### src/rtl/axi_pkg.sv
// Shared AXI-lite constants and FSM state encodings for axi_lite_master.
// Supplies default bus-width macros when defines.svh has not provided them.
`ifndef AXI_ADDR_BUS
`define AXI_ADDR_BUS 31:0
`endif
`ifndef AXI_DATA_BUS
`define AXI_DATA_BUS 31:0
`endif
`ifndef AXI_WSTRB_BUS
`define AXI_WSTRB_BUS 3:0
`endif
`ifndef AXI_RESP_BUS
`define AXI_RESP_BUS 1:0
`endif
`ifndef INST_NOP
`define INST_NOP 32'h0000_0013
`endif

package axi_pkg;

  localparam logic [1:0] AXI_RESP_OKAY   = 2'b00;
  localparam logic [1:0] AXI_RESP_EXOKAY = 2'b01;
  localparam logic [1:0] AXI_RESP_SLVERR = 2'b10;
  localparam logic [1:0] AXI_RESP_DECERR = 2'b11;

  localparam logic [2:0] ST_IDLE = 3'd0;
  localparam logic [2:0] ST_AR   = 3'd1;
  localparam logic [2:0] ST_R    = 3'd2;
  localparam logic [2:0] ST_WR   = 3'd3;
  localparam logic [2:0] ST_B    = 3'd4;
  localparam logic [2:0] ST_RSP  = 3'd5;

  function automatic logic resp_is_err(input logic [1:0] resp);
    return (resp != AXI_RESP_OKAY);
  endfunction

endpackage

### src/rtl/axi_lite_master.sv
// Single-outstanding CPU request port to AXI-lite master bridge (AR/R and AW/W/B).
// Optional AXI_MASTER_RESP_CHECK_EN: reports non-OKAY rresp/bresp on rsp_err.
`ifndef AXI_ADDR_BUS
`define AXI_ADDR_BUS 31:0
`endif
`ifndef AXI_DATA_BUS
`define AXI_DATA_BUS 31:0
`endif
`ifndef AXI_WSTRB_BUS
`define AXI_WSTRB_BUS 3:0
`endif
`ifndef AXI_RESP_BUS
`define AXI_RESP_BUS 1:0
`endif
`ifndef INST_NOP
`define INST_NOP 32'h0000_0013
`endif

module axi_lite_master
  import axi_pkg::*;
(
  input  logic                  clk,
  input  logic                  rst_n,
  input  logic                  req_valid,
  output logic                  req_ready,
  input  logic                  req_we,
  input  logic [`AXI_ADDR_BUS]  req_addr,
  input  logic [`AXI_DATA_BUS]  req_wdata,
  input  logic [`AXI_WSTRB_BUS] req_wstrb,
  output logic                  rsp_valid,
  input  logic                  rsp_ready,
  output logic [`AXI_DATA_BUS]  rsp_rdata,
  output logic                  rsp_err,
  output logic [`AXI_ADDR_BUS]  araddr,
  output logic                  arvalid,
  input  logic                  arready,
  input  logic [`AXI_DATA_BUS]  rdata,
  input  logic [`AXI_RESP_BUS]  rresp,
  input  logic                  rvalid,
  output logic                  rready,
  output logic [`AXI_ADDR_BUS]  awaddr,
  output logic                  awvalid,
  input  logic                  awready,
  output logic [`AXI_DATA_BUS]  wdata,
  output logic [`AXI_WSTRB_BUS] wstrb,
  output logic                  wvalid,
  input  logic                  wready,
  input  logic [`AXI_RESP_BUS]  bresp,
  input  logic                  bvalid,
  output logic                  bready
);

  logic [2:0]            r_state;
  logic [2:0]            w_state_nxt;
  logic                  r_aw_done;
  logic                  r_w_done;
  logic [`AXI_ADDR_BUS]  r_addr;
  logic [`AXI_DATA_BUS]  r_wdata;
  logic [`AXI_WSTRB_BUS] r_wstrb;
  logic [`AXI_DATA_BUS]  r_rdata;

  logic w_req_hs;
  logic w_aw_hs;
  logic w_w_hs;
  logic w_aw_fin;
  logic w_w_fin;
  logic w_wr_exit;

  // Every master-side valid/ready decodes only from registered state and flags.
  assign req_ready = (r_state == ST_IDLE);
  assign arvalid   = (r_state == ST_AR);
  assign rready    = (r_state == ST_R);
  assign awvalid   = (r_state == ST_WR) && !r_aw_done;
  assign wvalid    = (r_state == ST_WR) && !r_w_done;
  assign bready    = (r_state == ST_B);
  assign rsp_valid = (r_state == ST_RSP);

  assign araddr    = r_addr;
  assign awaddr    = r_addr;
  assign wdata     = r_wdata;
  assign wstrb     = r_wstrb;
  assign rsp_rdata = r_rdata;

  assign w_req_hs  = req_valid && req_ready;
  assign w_aw_hs   = awvalid && awready;
  assign w_w_hs    = wvalid && wready;
  assign w_aw_fin  = r_aw_done || w_aw_hs;
  assign w_w_fin   = r_w_done || w_w_hs;
  assign w_wr_exit = (r_state == ST_WR) && w_aw_fin && w_w_fin;

  always_comb begin
    w_state_nxt = r_state;
    case (r_state)
      ST_IDLE: if (req_valid) w_state_nxt = req_we ? ST_WR : ST_AR;
      ST_AR:   if (arready)   w_state_nxt = ST_R;
      ST_R:    if (rvalid)    w_state_nxt = ST_RSP;
      ST_WR:   if (w_wr_exit) w_state_nxt = ST_B;
      ST_B:    if (bvalid)    w_state_nxt = ST_RSP;
      ST_RSP:  if (rsp_ready) w_state_nxt = ST_IDLE;
      default:                w_state_nxt = ST_IDLE;
    endcase
  end

  always_ff @(posedge clk) begin
    if (!rst_n) begin
      r_state   <= ST_IDLE;
      r_aw_done <= 1'b0;
      r_w_done  <= 1'b0;
      r_rdata   <= `INST_NOP;
    end else begin
      r_state <= w_state_nxt;
      // Channel-done flags live only while in WR; leaving WR clears both.
      if ((r_state == ST_WR) && !w_wr_exit) begin
        if (w_aw_hs) r_aw_done <= 1'b1;
        if (w_w_hs)  r_w_done  <= 1'b1;
      end else begin
        r_aw_done <= 1'b0;
        r_w_done  <= 1'b0;
      end
      if ((r_state == ST_R) && rvalid) r_rdata <= rdata;
    end
  end

  always_ff @(posedge clk) begin
    if (w_req_hs) begin
      r_addr  <= req_addr;
      r_wdata <= req_wdata;
      r_wstrb <= req_wstrb;
    end
  end

`ifdef AXI_MASTER_RESP_CHECK_EN
  logic [`AXI_RESP_BUS] r_resp;

  always_ff @(posedge clk) begin
    if (!rst_n) begin
      r_resp <= AXI_RESP_OKAY;
    end else if ((r_state == ST_R) && rvalid) begin
      r_resp <= rresp;
    end else if ((r_state == ST_B) && bvalid) begin
      r_resp <= bresp;
    end
  end

  assign rsp_err = resp_is_err(r_resp);
`else
  logic w_unused_resp;

  assign w_unused_resp = ^{rresp, bresp};
  assign rsp_err       = 1'b0;
`endif

endmodule

### config.mk
export PLATFORM = sky130hd
export DESIGN_NAME = axi_lite_master
export DESIGN_NICKNAME = d
export VERILOG_FILES = /design/src/rtl/axi_pkg.sv /design/src/rtl/axi_lite_master.sv
export SDC_FILE = /design/constraint.sdc
export NUM_CORES = 1
export LEC_CHECK = 0
export CORE_MARGIN = 2
export CORE_UTILIZATION = 36
export CTS_CLUSTER_SIZE = 10
export DETAILED_ROUTE_END_ITERATION = 10
export GPL_ROUTABILITY_DRIVEN = 1
export PLACE_DENSITY = 0.88
export SETUP_SLACK_MARGIN = 0.3
export SLEW_MARGIN = 20
export SYNTH_ARGS = -nofsm -noshare
export SYNTH_HDL_FRONTEND = slang
export SYNTH_SLANG_ARGS = --single-unit
export TNS_END_PERCENT = 1
### constraint.sdc
create_clock -name clk -period 3.45 [get_ports clk]
set_input_delay 0.345 -clock clk [delete_from_list [all_inputs] [get_ports clk]]
set_output_delay 0.345 -clock clk [all_outputs]
set_load 0.01 [all_outputs]
==> flow_metrics.py <==
metrics = {
    "detailed_routing": {
        "remaining_drc_errors": 0,
        "drt-total-wl_um": 10090,
        "drtPass1Iterations": 4,
        "via_count": 2881,
        "vias_per_cell": 4.495,
        "ant_nets": 0,
        "avgRoutedWirePerCell_um": 15.74,
        "dr.first_iter.drc_count": 99,
    },
    "pwr": {
        "seq_power_share_pct": 53.3,
        "p_sw_mw": 0.7554,
        "vdd_ir_drop_max_uv": 233.9,
        "swShare_pct": 25.73,
        "p_comb_share_pct": 24.4,
        "power_leakage_nw": 2.189,
        "intPower_mw": 2.180,
        "clkPwrFrac_pct": 22.3,
        "powerDensity_nw_per_um2": 464.1,
    },
    "floorplanning": {
        "die_w_um": 107.4,
        "die_area_sq_um": 11540,
        "coreArea_sq_um": 10370,
        "initial_core_util_pct": 37.14,
        "std_cell_rows": 37,
        "io_pins": 254,
        "dieHeight_um": 107.4,
    },
    "synth": {
        "synthCells": 289,
        "syn-cell-area_sq_um": 3851,
        "ys_seq_elements": 105,
        "avgSynthCellArea_sq_um": 13.33,
        "synthDistinctLibCells": 32,
        "yosys_warnings": 0,
        "syn-num-nets": 403,
        "ys_seq_area_share_pct": 72.25,
    },
    "global_routing": {
        "grt_pass1_wl_um": 14810,
        "grt_max_degree": 69,
        "antenna_found_initial": 0,
        "grt.total_usage_pct": 16.94,
        "gr-total-overflow": 0,
        "grt_pass1_vias": 2815,
    },
    "sta": {
        "slew_headroom_pct": 44.02,
        "hold_viol_final": 0,
        "worst_hold_slack_ns": 0.4352,
        "skew_ns": 0.01125,
        "worstMarginPinSlew_ns": 0.8396,
        "setup_violations": 0,
        "rsz0062_at_grt": "no",
        "fin_crit_sh_pct": 62.56,
        "report.final.slew_viol_count": 0,
        "min_period_ns": 2.158,
        "tns_ns": 0,
        "fmax_ghz": 0.4634,
    },
    "place": {
        "place_hpwl_um": 7751,
        "portBuffers": 248,
        "gp_congestion": 0.7531,
    },
    "critical_path": {
        "worstPathArrival_ns": 1.81,
        "worstPathRequired_ns": 3.11,
        "endpoint_kind": "output pin",
        "critPathMaxFanout": 12,
        "rrSetupSlack_ns": 1.53,
        "critical_path_class": "reg -> out",
        "cp-start-kind": "register",
    },
    "clocking": {
        "clk_pin_slew_worst_paths_ns": 0.09,
        "cts_setup_buffers": 0,
        "cts_buffer_depth": 2,
        "h-tree-depth": 3,
        "cts_made_buffers": 9,
        "cts_resized": 0,
        "cts_tree": "built",
        "clock_sinks": 105,
        "clk_latency_ns": 0.36,
        "hold_buffers": 0,
        "cts-root-buf": "clkbuf_8",
    },
    "job": {
        "max_cap_violations": 0,
    },
    "outcome": {
        "status": "completed",
    },
    "worst_hold_path": {
        "hold_path_class": "in -> reg",
    },
    "finish": {
        "fin_nets": 616,
        "n_antenna_cell": 0,
        "drive_gt1_share_pct": 3.762,
        "area.growth.synth_to_final_pct": 64.23,
    },
}
-- worst max-delay path, cell delays in order, from the launching register on --
cell and delay (ns):
dfxtp_1 0.52, or2b_1 0.30, nor2_1 0.10, clkdlybuf4s50_1 0.54
-- power by group through the flow --
stage	Sequential [mW]	Combinational, mW	Clock (mW)
detailed placement	1.60	0.724	0
global route	1.58	0.762	0.722
CTS	1.57	0.726	0.674
finish	1.57	0.717	0.654
floorplan	1.64	0.249	0
global placement	1.58	0.708	0
-- per-stage QoR --
step	util, %	power, mW	cell area [sq um]	setup WS (ns)	std cells
after floorplan	-	1.892	3851	0.5350	289
after global placement	59.52	2.291	6172	1.465	627
after detailed placement	59.52	2.320	6172	1.379	627
after CTS	61.04	2.968	6330	1.269	641
after global routing	60.99	3.066	6325	1.192	641
final	60.99	2.936	6325	1.292	641
-- per-layer routing --
| layer | vias up | GRT usage (%) | wire length [um] |
|---|---|---|---|
| li1 | 1378 | - | - |
| met2 | 151 | 31.33 | 5397 |
| met3 | 24 | 5.266 | 837 |
| met4 | 0 | 7.967 | 323 |
| met5 | - | 0 | 0 |
| met1 | 1328 | 17.27 | 3532 |
-- sequential cells by signal, indices dropped and copies added, names as in the netlist --
signal and cells:
rsp_rdata 32, wstrb 4, wdata 32, r_w_done 1, r_state 3, araddr 32
r_aw_done 1
-- cells in the mapped netlist, drive strengths merged --
master   instances  share of area [%]
nand3b           1               0.20
conb             1              0.097
nor4             1               0.16
clkbuf           4               0.39
o31a             1               0.23
o311a            1               0.26
or2b             2               0.39
and4bb           1               0.32
o22ai            1               0.16
dfxtp           37                 19
a21boi          29                5.7
a22oi            1               0.20
buf             44                8.6
nand3            4               0.52
edfxtp          68                 53
and2             3               0.49
mux2             1               0.29
nor2            10               0.97
inv              1              0.097
nand2           66                6.4
and3b            1               0.23
nor4b            1               0.23
a21oi            3               0.39
o21ai            1               0.13
nand4bb          1               0.29
nor3             2               0.26
o21a             1               0.20
mux2i            2               0.52
-- final cells by class --
type	count	area (sq um)
clock buffer	9	123.9
clock inverter	5	33.78
fill	800	4045
inverter	1	3.754
multi-input combinational	135	718.2
sequential	105	2783
tap	136	170.2
timing repair buffer	250	2492
-- final timing paths --
path,cells past startpoint,startpoint,endpoint
setup / recovery,3,r_state[2],rsp_valid
hold / removal,2,rst_n,rsp_rdata[0]
setup reg to reg,3,r_state[0],araddr[22]
hold reg to reg,2,rsp_rdata[25],rsp_rdata[25]
-- kinds of logic (layout without fill, tap and decap cells) --
logic type / after synthesis / in the layout / synth area share, %
other cells: 1 / 1 / 0.09737
compound gates: 38 / 38 / 7.213
buf+inv: 49 / 265 / 9.129
mux: 3 / 3 / 0.8122
simple gates: 93 / 93 / 10.49
flops: 105 / 105 / 72.25
-- placed cells by master, fill, tap and decap left out, types with 2 or more instances in the layout --
| master | instances |
|---|---|
| a21boi_0 | 16 |
| a21boi_1 | 13 |
| a21oi_1 | 3 |
| buf_4 | 2 |
| clkbuf_8 | 9 |
| clkdlybuf4s50_1 | 247 |
| dfxtp_1 | 37 |
| edfxtp_1 | 68 |
| mux2i_1 | 2 |
| nand2_1 | 66 |
| nand3_1 | 4 |
| nor2_1 | 10 |
| nor3_1 | 2 |
| or2b_1 | 2 |
Power figures use the tool's default switching activity.
